$ cat config.mk
export PLATFORM = sky130hd
export DESIGN_NAME = ex_mem_stage_flat
export DESIGN_NICKNAME = d
export VERILOG_FILES = /design/src/rtl/ex_mem_if.sv /design/src/rtl/ex_mem_stage.sv /design/src/flat_wrapper.sv
export SDC_FILE = /design/constraint.sdc
export NUM_CORES = 1
export LEC_CHECK = 0
export ABC_AREA = 1
export BUFFER_PORTS_ARGS = -buffer_cell sky130_fd_sc_hd__buf_2
export CORE_MARGIN = 2
export CORE_UTILIZATION = 45
export DETAILED_ROUTE_END_ITERATION = 16
export GPL_TIMING_DRIVEN = 0
export PLACE_DENSITY = 0.8
export SLEW_MARGIN = 25
export SYNTH_ARGS = -nofsm -noshare
export SYNTH_HDL_FRONTEND = slang
export SYNTH_SLANG_ARGS = --single-unit
$ cat constraint.sdc
create_clock -name clk -period 4.9 [get_ports clk]
set_clock_uncertainty 0.2 [all_clocks]
set_input_delay 0.49 -clock clk [delete_from_list [all_inputs] [get_ports clk]]
set_output_delay 0.49 -clock clk [all_outputs]
set_load 0.02 [all_outputs]
$ cat src/rtl/ex_mem_if.sv
// EX-to-MEM boundary bundle: EX-side instruction fields and pipeline controls
// in, MEM-side registered instruction and architectural flags out.
interface ex_mem_if #(
  parameter int WIDTH    = 64,
  parameter int REG_BITS = 5
);
  logic                ex_valid;
  logic [2:0]          ex_alu_cntrl;
  logic [WIDTH-1:0]    ex_result;
  logic                ex_carry_out;
  logic                ex_overflow;
  logic                ex_set_flags;
  logic [1:0]          ex_br_type;
  logic [REG_BITS-1:0] ex_rd;
  logic                ex_reg_write;
  logic                ex_mem_read;
  logic                ex_mem_write;
  logic [WIDTH-1:0]    ex_store_data;
  logic                stall;
  logic                flush;

  logic                mem_valid;
  logic [WIDTH-1:0]    mem_result;
  logic [WIDTH-1:0]    mem_store_data;
  logic [REG_BITS-1:0] mem_rd;
  logic                mem_reg_write;
  logic                mem_mem_read;
  logic                mem_mem_write;
  logic                mem_br_taken;
  logic                flag_n;
  logic                flag_z;
  logic                flag_c;
  logic                flag_v;

  // Pipeline handshake: an EX instruction transfers into MEM on any rising edge
  // where stall is low; ex_valid marks it real, flush squashes it on transfer.
  // With stall high nothing moves and a coincident flush is dropped.
  modport master (
    output ex_valid, ex_alu_cntrl, ex_result, ex_carry_out, ex_overflow,
           ex_set_flags, ex_br_type, ex_rd, ex_reg_write, ex_mem_read,
           ex_mem_write, ex_store_data, stall, flush,
    input  mem_valid, mem_result, mem_store_data, mem_rd, mem_reg_write,
           mem_mem_read, mem_mem_write, mem_br_taken,
           flag_n, flag_z, flag_c, flag_v
  );

  modport slave (
    input  ex_valid, ex_alu_cntrl, ex_result, ex_carry_out, ex_overflow,
           ex_set_flags, ex_br_type, ex_rd, ex_reg_write, ex_mem_read,
           ex_mem_write, ex_store_data, stall, flush,
    output mem_valid, mem_result, mem_store_data, mem_rd, mem_reg_write,
           mem_mem_read, mem_mem_write, mem_br_taken,
           flag_n, flag_z, flag_c, flag_v
  );
endinterface

$ cat src/rtl/ex_mem_stage.sv
// EX/MEM pipeline register: captures the ALU result and controls, keeps the
// NZCV flag register and resolves CBZ / B.LT for the memory stage.
module ex_mem_stage #(
  parameter int WIDTH    = 64,
  parameter int REG_BITS = 5
) (
  input logic   clk,
  input logic   reset,
  ex_mem_if.slave bus
);
  localparam logic [2:0] ALU_ADD = 3'b010;
  localparam logic [2:0] ALU_SUB = 3'b011;
  localparam logic [1:0] BR_CBZ  = 2'b01;
  localparam logic [1:0] BR_BLT  = 2'b10;

  logic                advance;
  logic                live;
  logic                result_zero;
  logic                arith_op;
  logic                br_take_ex;
  logic                flag_we;

  logic                mem_valid_q;
  logic [WIDTH-1:0]    mem_result_q;
  logic [WIDTH-1:0]    mem_store_data_q;
  logic [REG_BITS-1:0] mem_rd_q;
  logic                mem_reg_write_q;
  logic                mem_mem_read_q;
  logic                mem_mem_write_q;
  logic                mem_br_taken_q;
  logic                n_q, z_q, c_q, v_q;

  assign advance     = !bus.stall;
  assign live        = bus.ex_valid & !bus.flush;
  assign result_zero = (bus.ex_result == '0);
  assign arith_op    = (bus.ex_alu_cntrl == ALU_ADD) || (bus.ex_alu_cntrl == ALU_SUB);
  assign flag_we     = advance & live & bus.ex_set_flags;

  // B.LT reads the flag register as it stands before this edge, i.e. the flags
  // of the most recent older flag-setting instruction.
  always_comb begin
    br_take_ex = 1'b0;
    case (bus.ex_br_type)
      BR_CBZ:  br_take_ex = result_zero;
      BR_BLT:  br_take_ex = n_q ^ v_q;
      default: br_take_ex = 1'b0;
    endcase
  end

  always_ff @(posedge clk or posedge reset) begin
    if (reset) begin
      mem_valid_q      <= 1'b0;
      mem_result_q     <= '0;
      mem_store_data_q <= '0;
      mem_rd_q         <= '0;
      mem_reg_write_q  <= 1'b0;
      mem_mem_read_q   <= 1'b0;
      mem_mem_write_q  <= 1'b0;
      mem_br_taken_q   <= 1'b0;
    end else if (advance) begin
      mem_valid_q      <= live;
      mem_result_q     <= bus.ex_result;
      mem_store_data_q <= bus.ex_store_data;
      mem_rd_q         <= bus.ex_rd;
      mem_reg_write_q  <= bus.ex_reg_write & live;
      mem_mem_read_q   <= bus.ex_mem_read & live;
      mem_mem_write_q  <= bus.ex_mem_write & live;
      mem_br_taken_q   <= br_take_ex & live;
    end
  end

  // Logical ops clear C and V rather than leaving stale arithmetic flags.
  always_ff @(posedge clk or posedge reset) begin
    if (reset) begin
      n_q <= 1'b0;
      z_q <= 1'b0;
      c_q <= 1'b0;
      v_q <= 1'b0;
    end else if (flag_we) begin
      n_q <= bus.ex_result[WIDTH-1];
      z_q <= result_zero;
      c_q <= arith_op & bus.ex_carry_out;
      v_q <= arith_op & bus.ex_overflow;
    end
  end

  assign bus.mem_valid      = mem_valid_q;
  assign bus.mem_result     = mem_result_q;
  assign bus.mem_store_data = mem_store_data_q;
  assign bus.mem_rd         = mem_rd_q;
  assign bus.mem_reg_write  = mem_reg_write_q;
  assign bus.mem_mem_read   = mem_mem_read_q;
  assign bus.mem_mem_write  = mem_mem_write_q;
  assign bus.mem_br_taken   = mem_br_taken_q;
  assign bus.flag_n         = n_q;
  assign bus.flag_z         = z_q;
  assign bus.flag_c         = c_q;
  assign bus.flag_v         = v_q;
endmodule

$ cat src/flat_wrapper.sv
// flat-port wrapper written by rule: the top's interface ports become plain ports
module ex_mem_stage_flat 
#(
  parameter int WIDTH    = 64,
  parameter int REG_BITS = 5
)
  (clk, reset, bus_ex_valid, bus_ex_alu_cntrl, bus_ex_result, bus_ex_carry_out, bus_ex_overflow, bus_ex_set_flags, bus_ex_br_type, bus_ex_rd, bus_ex_reg_write, bus_ex_mem_read, bus_ex_mem_write, bus_ex_store_data, bus_stall, bus_flush, bus_mem_valid, bus_mem_result, bus_mem_store_data, bus_mem_rd, bus_mem_reg_write, bus_mem_mem_read, bus_mem_mem_write, bus_mem_br_taken, bus_flag_n, bus_flag_z, bus_flag_c, bus_flag_v);
  ex_mem_if #(.WIDTH(WIDTH), .REG_BITS(REG_BITS)) bus_i ();
  input logic clk;
  input logic reset;
  input wire logic [$bits(bus_i.ex_valid)-1:0] bus_ex_valid;
  input wire logic [$bits(bus_i.ex_alu_cntrl)-1:0] bus_ex_alu_cntrl;
  input wire logic [$bits(bus_i.ex_result)-1:0] bus_ex_result;
  input wire logic [$bits(bus_i.ex_carry_out)-1:0] bus_ex_carry_out;
  input wire logic [$bits(bus_i.ex_overflow)-1:0] bus_ex_overflow;
  input wire logic [$bits(bus_i.ex_set_flags)-1:0] bus_ex_set_flags;
  input wire logic [$bits(bus_i.ex_br_type)-1:0] bus_ex_br_type;
  input wire logic [$bits(bus_i.ex_rd)-1:0] bus_ex_rd;
  input wire logic [$bits(bus_i.ex_reg_write)-1:0] bus_ex_reg_write;
  input wire logic [$bits(bus_i.ex_mem_read)-1:0] bus_ex_mem_read;
  input wire logic [$bits(bus_i.ex_mem_write)-1:0] bus_ex_mem_write;
  input wire logic [$bits(bus_i.ex_store_data)-1:0] bus_ex_store_data;
  input wire logic [$bits(bus_i.stall)-1:0] bus_stall;
  input wire logic [$bits(bus_i.flush)-1:0] bus_flush;
  output wire logic [$bits(bus_i.mem_valid)-1:0] bus_mem_valid;
  output wire logic [$bits(bus_i.mem_result)-1:0] bus_mem_result;
  output wire logic [$bits(bus_i.mem_store_data)-1:0] bus_mem_store_data;
  output wire logic [$bits(bus_i.mem_rd)-1:0] bus_mem_rd;
  output wire logic [$bits(bus_i.mem_reg_write)-1:0] bus_mem_reg_write;
  output wire logic [$bits(bus_i.mem_mem_read)-1:0] bus_mem_mem_read;
  output wire logic [$bits(bus_i.mem_mem_write)-1:0] bus_mem_mem_write;
  output wire logic [$bits(bus_i.mem_br_taken)-1:0] bus_mem_br_taken;
  output wire logic [$bits(bus_i.flag_n)-1:0] bus_flag_n;
  output wire logic [$bits(bus_i.flag_z)-1:0] bus_flag_z;
  output wire logic [$bits(bus_i.flag_c)-1:0] bus_flag_c;
  output wire logic [$bits(bus_i.flag_v)-1:0] bus_flag_v;
  assign bus_i.ex_valid = bus_ex_valid;
  assign bus_i.ex_alu_cntrl = bus_ex_alu_cntrl;
  assign bus_i.ex_result = bus_ex_result;
  assign bus_i.ex_carry_out = bus_ex_carry_out;
  assign bus_i.ex_overflow = bus_ex_overflow;
  assign bus_i.ex_set_flags = bus_ex_set_flags;
  assign bus_i.ex_br_type = bus_ex_br_type;
  assign bus_i.ex_rd = bus_ex_rd;
  assign bus_i.ex_reg_write = bus_ex_reg_write;
  assign bus_i.ex_mem_read = bus_ex_mem_read;
  assign bus_i.ex_mem_write = bus_ex_mem_write;
  assign bus_i.ex_store_data = bus_ex_store_data;
  assign bus_i.stall = bus_stall;
  assign bus_i.flush = bus_flush;
  assign bus_mem_valid = bus_i.mem_valid;
  assign bus_mem_result = bus_i.mem_result;
  assign bus_mem_store_data = bus_i.mem_store_data;
  assign bus_mem_rd = bus_i.mem_rd;
  assign bus_mem_reg_write = bus_i.mem_reg_write;
  assign bus_mem_mem_read = bus_i.mem_mem_read;
  assign bus_mem_mem_write = bus_i.mem_mem_write;
  assign bus_mem_br_taken = bus_i.mem_br_taken;
  assign bus_flag_n = bus_i.flag_n;
  assign bus_flag_z = bus_i.flag_z;
  assign bus_flag_c = bus_i.flag_c;
  assign bus_flag_v = bus_i.flag_v;
  ex_mem_stage #(.WIDTH(WIDTH), .REG_BITS(REG_BITS)) u_core (.clk(clk), .reset(reset), .bus(bus_i));
endmodule
After elaboration in Yosys (flattened, before gate mapping):

Index checks and enable logic that the tools add are counted.

* equality and inequality tests: 4
* mux-type cells: 1
* bitwise operators: 10
* reductions and logical operators: 4

Operators by type and width (count)
* $logic_not 64->1: 1
* $and 1x1->1: 9
* $eq 3x2->1 const B: 2
* $eq 2x1->1 const B: 1
* $eq 2x2->1 const B: 1
* $logic_not 1->1: 2
* $pmux 1 s2: 1
* $logic_or 1x1->1: 1
* $xor 1x1->1: 1

* register bits after elaboration: 142
* input port bits: 149
* output and inout bits: 142
* word-level logic and storage cells: 31

Longest topological paths before layout:

* depth after elaboration: 4
* gate-level depth with buffers: 9
* depth with buffers taken out: 9

Worst setup path after synthesis:

Ideal clock, no wire load.

* path kind: input to register
* from: input port bus_ex_result[43]
* to: register u_core.mem_br_taken_q (netlist: u_core.bus.mem_br_taken)
* library setup time: 0.065 ns
* data arrival time: 1.083 ns
* required time: 4.635 ns
* slack: 3.552 ns
* stages: 9
* path buffers: 0
* cell sequence: nor2_1 -> nand2_1 -> nor2_1 -> nand2_1 -> nor2_2 -> nand3_1 -> nand2_1 -> nand2_1 -> nand2_1

* cells in the longest elaborated chain, start to end: 3

Ends and longest elaborated chain
* from (decl): RTL line flat_wrapper.sv:13 `input wire logic [$bits(bus_i.ex_result)-1:0] bus_ex_result;`
* $logic_not 64->1: RTL line ex_mem_stage.sv:35 `assign result_zero = (bus.ex_result == '0);`
* $pmux 1 s2: RTL line ex_mem_stage.sv:43 `case (bus.ex_br_type)`
* $and 1x1->1: RTL line ex_mem_stage.sv:68 `mem_br_taken_q <= br_take_ex & live;`
* to (signal assigned): RTL line ex_mem_stage.sv:68
* to (decl): RTL line ex_mem_stage.sv:30 `logic mem_br_taken_q;`

No other way between the ends.
A chain may end at the register's enable or synchronous reset.

Worst setup path in the final report:

* from: register u_core.n_q (netlist: u_core.bus.flag_n)
* to: output port bus_flag_n

RTL lines
* from (decl): RTL line ex_mem_stage.sv:31 `logic n_q, z_q, c_q, v_q;`
* from (signal assigned): RTL line ex_mem_stage.sv:80 `n_q <= bus.ex_result[WIDTH-1];`
* to (decl): RTL line flat_wrapper.sv:33 `output wire logic [$bits(bus_i.flag_n)-1:0] bus_flag_n;`

No word-level cell between the ends.

==> flow_summary.json <==
{
  "syn_to_final_growth_pct": 40.6,
  "synthCells": 667,
  "htree_levels": 4,
  "crit_cells": 1,
  "report.final.slew_viol_count": 0,
  "antenna_left": 0,
  "synth_nets": 818,
  "antenna_found_initial": 0,
  "ys_seq_elements": 142,
  "cpMaxStageDelayCell": "dfrtp_1",
  "dieArea_sq_um": 13400,
  "ys_types": 16,
  "rows": 40,
  "ff2ff_path_depth": 6,
  "min_path_type": "in2reg",
  "path_clk_slew_ns": 0.06,
  "cts_resized": 0,
  "final_util_pct": 65.2,
  "drt_iter0_markers": 373,
  "grt.met1_usage_pct": 28.8,
  "io_buffers": 289,
  "fin_nets": 1128,
  "synth_top_area_share_pct": 63.2,
  "n_antenna_cell": 0,
  "instances_no_fill": 1157,
  "grt_usage_pct": 24.7,
  "cp.arrival_ns": 0.98,
  "slew_headroom_pct": 62.5,
  "design_area_sq_um": 7900,
  "vias_per_cell": 4.63,
  "finalSetupViolations": 0,
  "yosysWarnings": 0,
  "p_seq_share_pct": 43.1,
  "leakagePower_nw": 4.68,
  "hpwlAfterDp_mm": 12.5,
  "fill_cells": 1047,
  "rsz0062_at_grt": "false",
  "p_sw_share_pct": 28.4,
  "synthAdderAreaFrac_pct": 0.445,
  "yosys-top-cells-area": "dfrtp_1, nand2_1, nor2_1",
  "clockRootBuffer": "clkbuf_16",
  "die_y_um": 116,
  "gp_congestion": 0.821,
  "finalCritPeriodShare_pct": 34.1,
  "finalWirelength_mm": 16.5,
  "hold_viol": 0,
  "ios": 291,
  "worst_pin_slew_ns": 0.562,
  "dpl_cell_area_sq_um": 7310,
  "worstPathCellList": "buf_2",
  "initial_utilization_pct": 46.4,
  "synth_top_family_by_area": "simple AND/OR/NAND/NOR gates",
  "grt_pass1_vias": 5134,
  "numCtsBuffers": 17,
  "power_switching_w": 0.000877,
  "p_int_w": 0.00221,
  "worstSetupPathType": "reg2out",
  "p_comb_share_pct": 16.6,
  "cp.buffers_inverters": 1,
  "synth_compound_area_share_pct": 1.45,
  "clockBufferDepth": 2,
  "clkLatencyLatePin_ns": 0.40,
  "final_common_cell": "nand2_1",
  "period_minus_slack_ns": 1.67,
  "drtPass1Iterations": 4,
  "grt_pass1_wl_mm": 25.0,
  "max_freq_ghz": 0.598,
  "met2_usage_pct": 43.2,
  "powerDensity_nw_per_um2": 391,
  "outcome": "finished, final reports clean",
  "core_area_sq_um": 12100,
  "clkPwrFrac_pct": 40.4,
  "critPathMaxStageDelay_ns": 0.40,
  "synth_area_sq_um": 5620,
  "grt_max_degree": 81,
  "end_kind": "primary output",
  "dp_slack_ns": 3.11,
  "hold_depth": 3,
  "synth-simple-area-share_pct": 31.2,
  "post-cts-setup-buffers": 0,
  "crit_fanout": 3,
  "cts_num_sinks": 142,
  "peakVddDrop_mv": 0.188,
  "vias": 5357,
  "synth_xor_xnor_area_share_pct": 0,
  "drc": 0,
  "seq_area_frac_synth_pct": 63.2,
  "cts_tree": "built",
  "busiest_layer": "met2",
  "overflow": 0,
  "setup_slack_ns": 3.23,
  "synthMuxAreaShare_pct": 0,
  "cp-start-kind": "flop",
  "met3_usage_pct": 6.96,
  "drive_gt1_share_pct": 35.4,
  "wire_per_inst_um": 14.3,
  "critPathTopFamily": "flip-flops",
  "final_cell_mix": "nand2_1, buf_2, dfrtp_1, nor2_1, clkbuf_16",
  "syn_area_per_cell_sq_um": 8.43,
  "dp_cells": 1125,
  "yosysTopAreaCell": "dfrtp_1",
  "cap_violations": 0,
  "required_ns": 4.21,
  "die_w_um": 116
}
layer usage:
| metal | up-vias | part of all wire, % |
|---|---|---|
| met1 | 2451 | 39 |
| met2 | 236 | 50 |
| li1 | 2640 | - |
| met3 | 30 | 8.3 |
| met4 | 0 | 2.3 |
| met5 | - | 0 |
final timing paths:
check                                                from                       endpoint  slack, ns
worst max-delay path                    u_core.bus.flag_n                     bus_flag_n       3.23
worst min-delay path                bus_ex_store_data[63]  u_core.bus.mem_store_data[63]       0.07
worst max register to register          u_core.bus.flag_n        u_core.bus.mem_br_taken       3.84
worst min register to register  u_core.bus.mem_result[39]      u_core.bus.mem_result[39]       0.27
max in group asynchronous                           reset  u_core.bus.mem_store_data[23]       3.29
min in group asynchronous                           reset      u_core.bus.mem_result[45]       0.49
sequential cells by signal, summed over array words and instances, names as in the netlist:
signal,cells
u_core.bus.mem_mem_read,1
u_core.bus.mem_br_taken,1
u_core.bus.mem_result,64
u_core.bus.mem_store_data,64
u_core.bus.flag_n,1
u_core.bus.flag_z,1
u_core.bus.flag_v,1
u_core.bus.mem_rd,5
u_core.bus.flag_c,1
u_core.bus.mem_reg_write,1
u_core.bus.mem_mem_write,1
u_core.bus.mem_valid,1
cell type report:
type                    count  area (sq um)  area share (%)
repair buffers            291          1480            18.8
well taps                 168           210            2.66
multi-input cells         478          1860            23.5
inverters                  18          75.1           0.950
clock inverters            13           140            1.77
plain buffers              29           139            1.76
clock buffers              18           439            5.56
flip-flops and latches    142          3550            45.0
Yosys cell counts (all sizes together):
cell type  number
a22o            3
buf            22
clkbuf          7
dfrtp         142
ha              2
inv            18
nand2         413
nand3           8
nand4           1
nor2           40
o21ai          11
per-stage QoR:
step | hold slack (ns) | TNS, ns | total power, W
after floorplan | 0.381 | 0 | 0.00163
after global placement | 0.255 | -154.54 | 0.00185
after detailed placement | 0.260 | 0 | 0.00186
after CTS | 0.0513 | 0 | 0.00311
after global routing | 0.0651 | 0 | 0.00322
final | 0.0692 | 0 | 0.00309
cells by family after synthesis:
logic type | Yosys count
AND/OR/NAND/NOR | 462
adder cells (fa/ha/maj) | 2
AO/OA/AOI/OAI | 14
buffers and inverters | 47
flip-flops | 142
power groups by stage:
stage,Combinational (W),Sequential [W],Clock (W)
after floorplan,0.000148,0.00148,0
after global placement,0.000501,0.00135,0
after detailed placement,0.000516,0.00135,0
after CTS,0.000517,0.00133,0.00127
after global routing,0.000562,0.00134,0.00132
final,0.000511,0.00133,0.00125
timing repair:
action                                  4_1_cts  5_1_grt
endpoints found under the setup margin        0        0
hold buffers                                  1        0
endpoints found under the hold margin        79        0
Power figures use the tool's default switching activity.
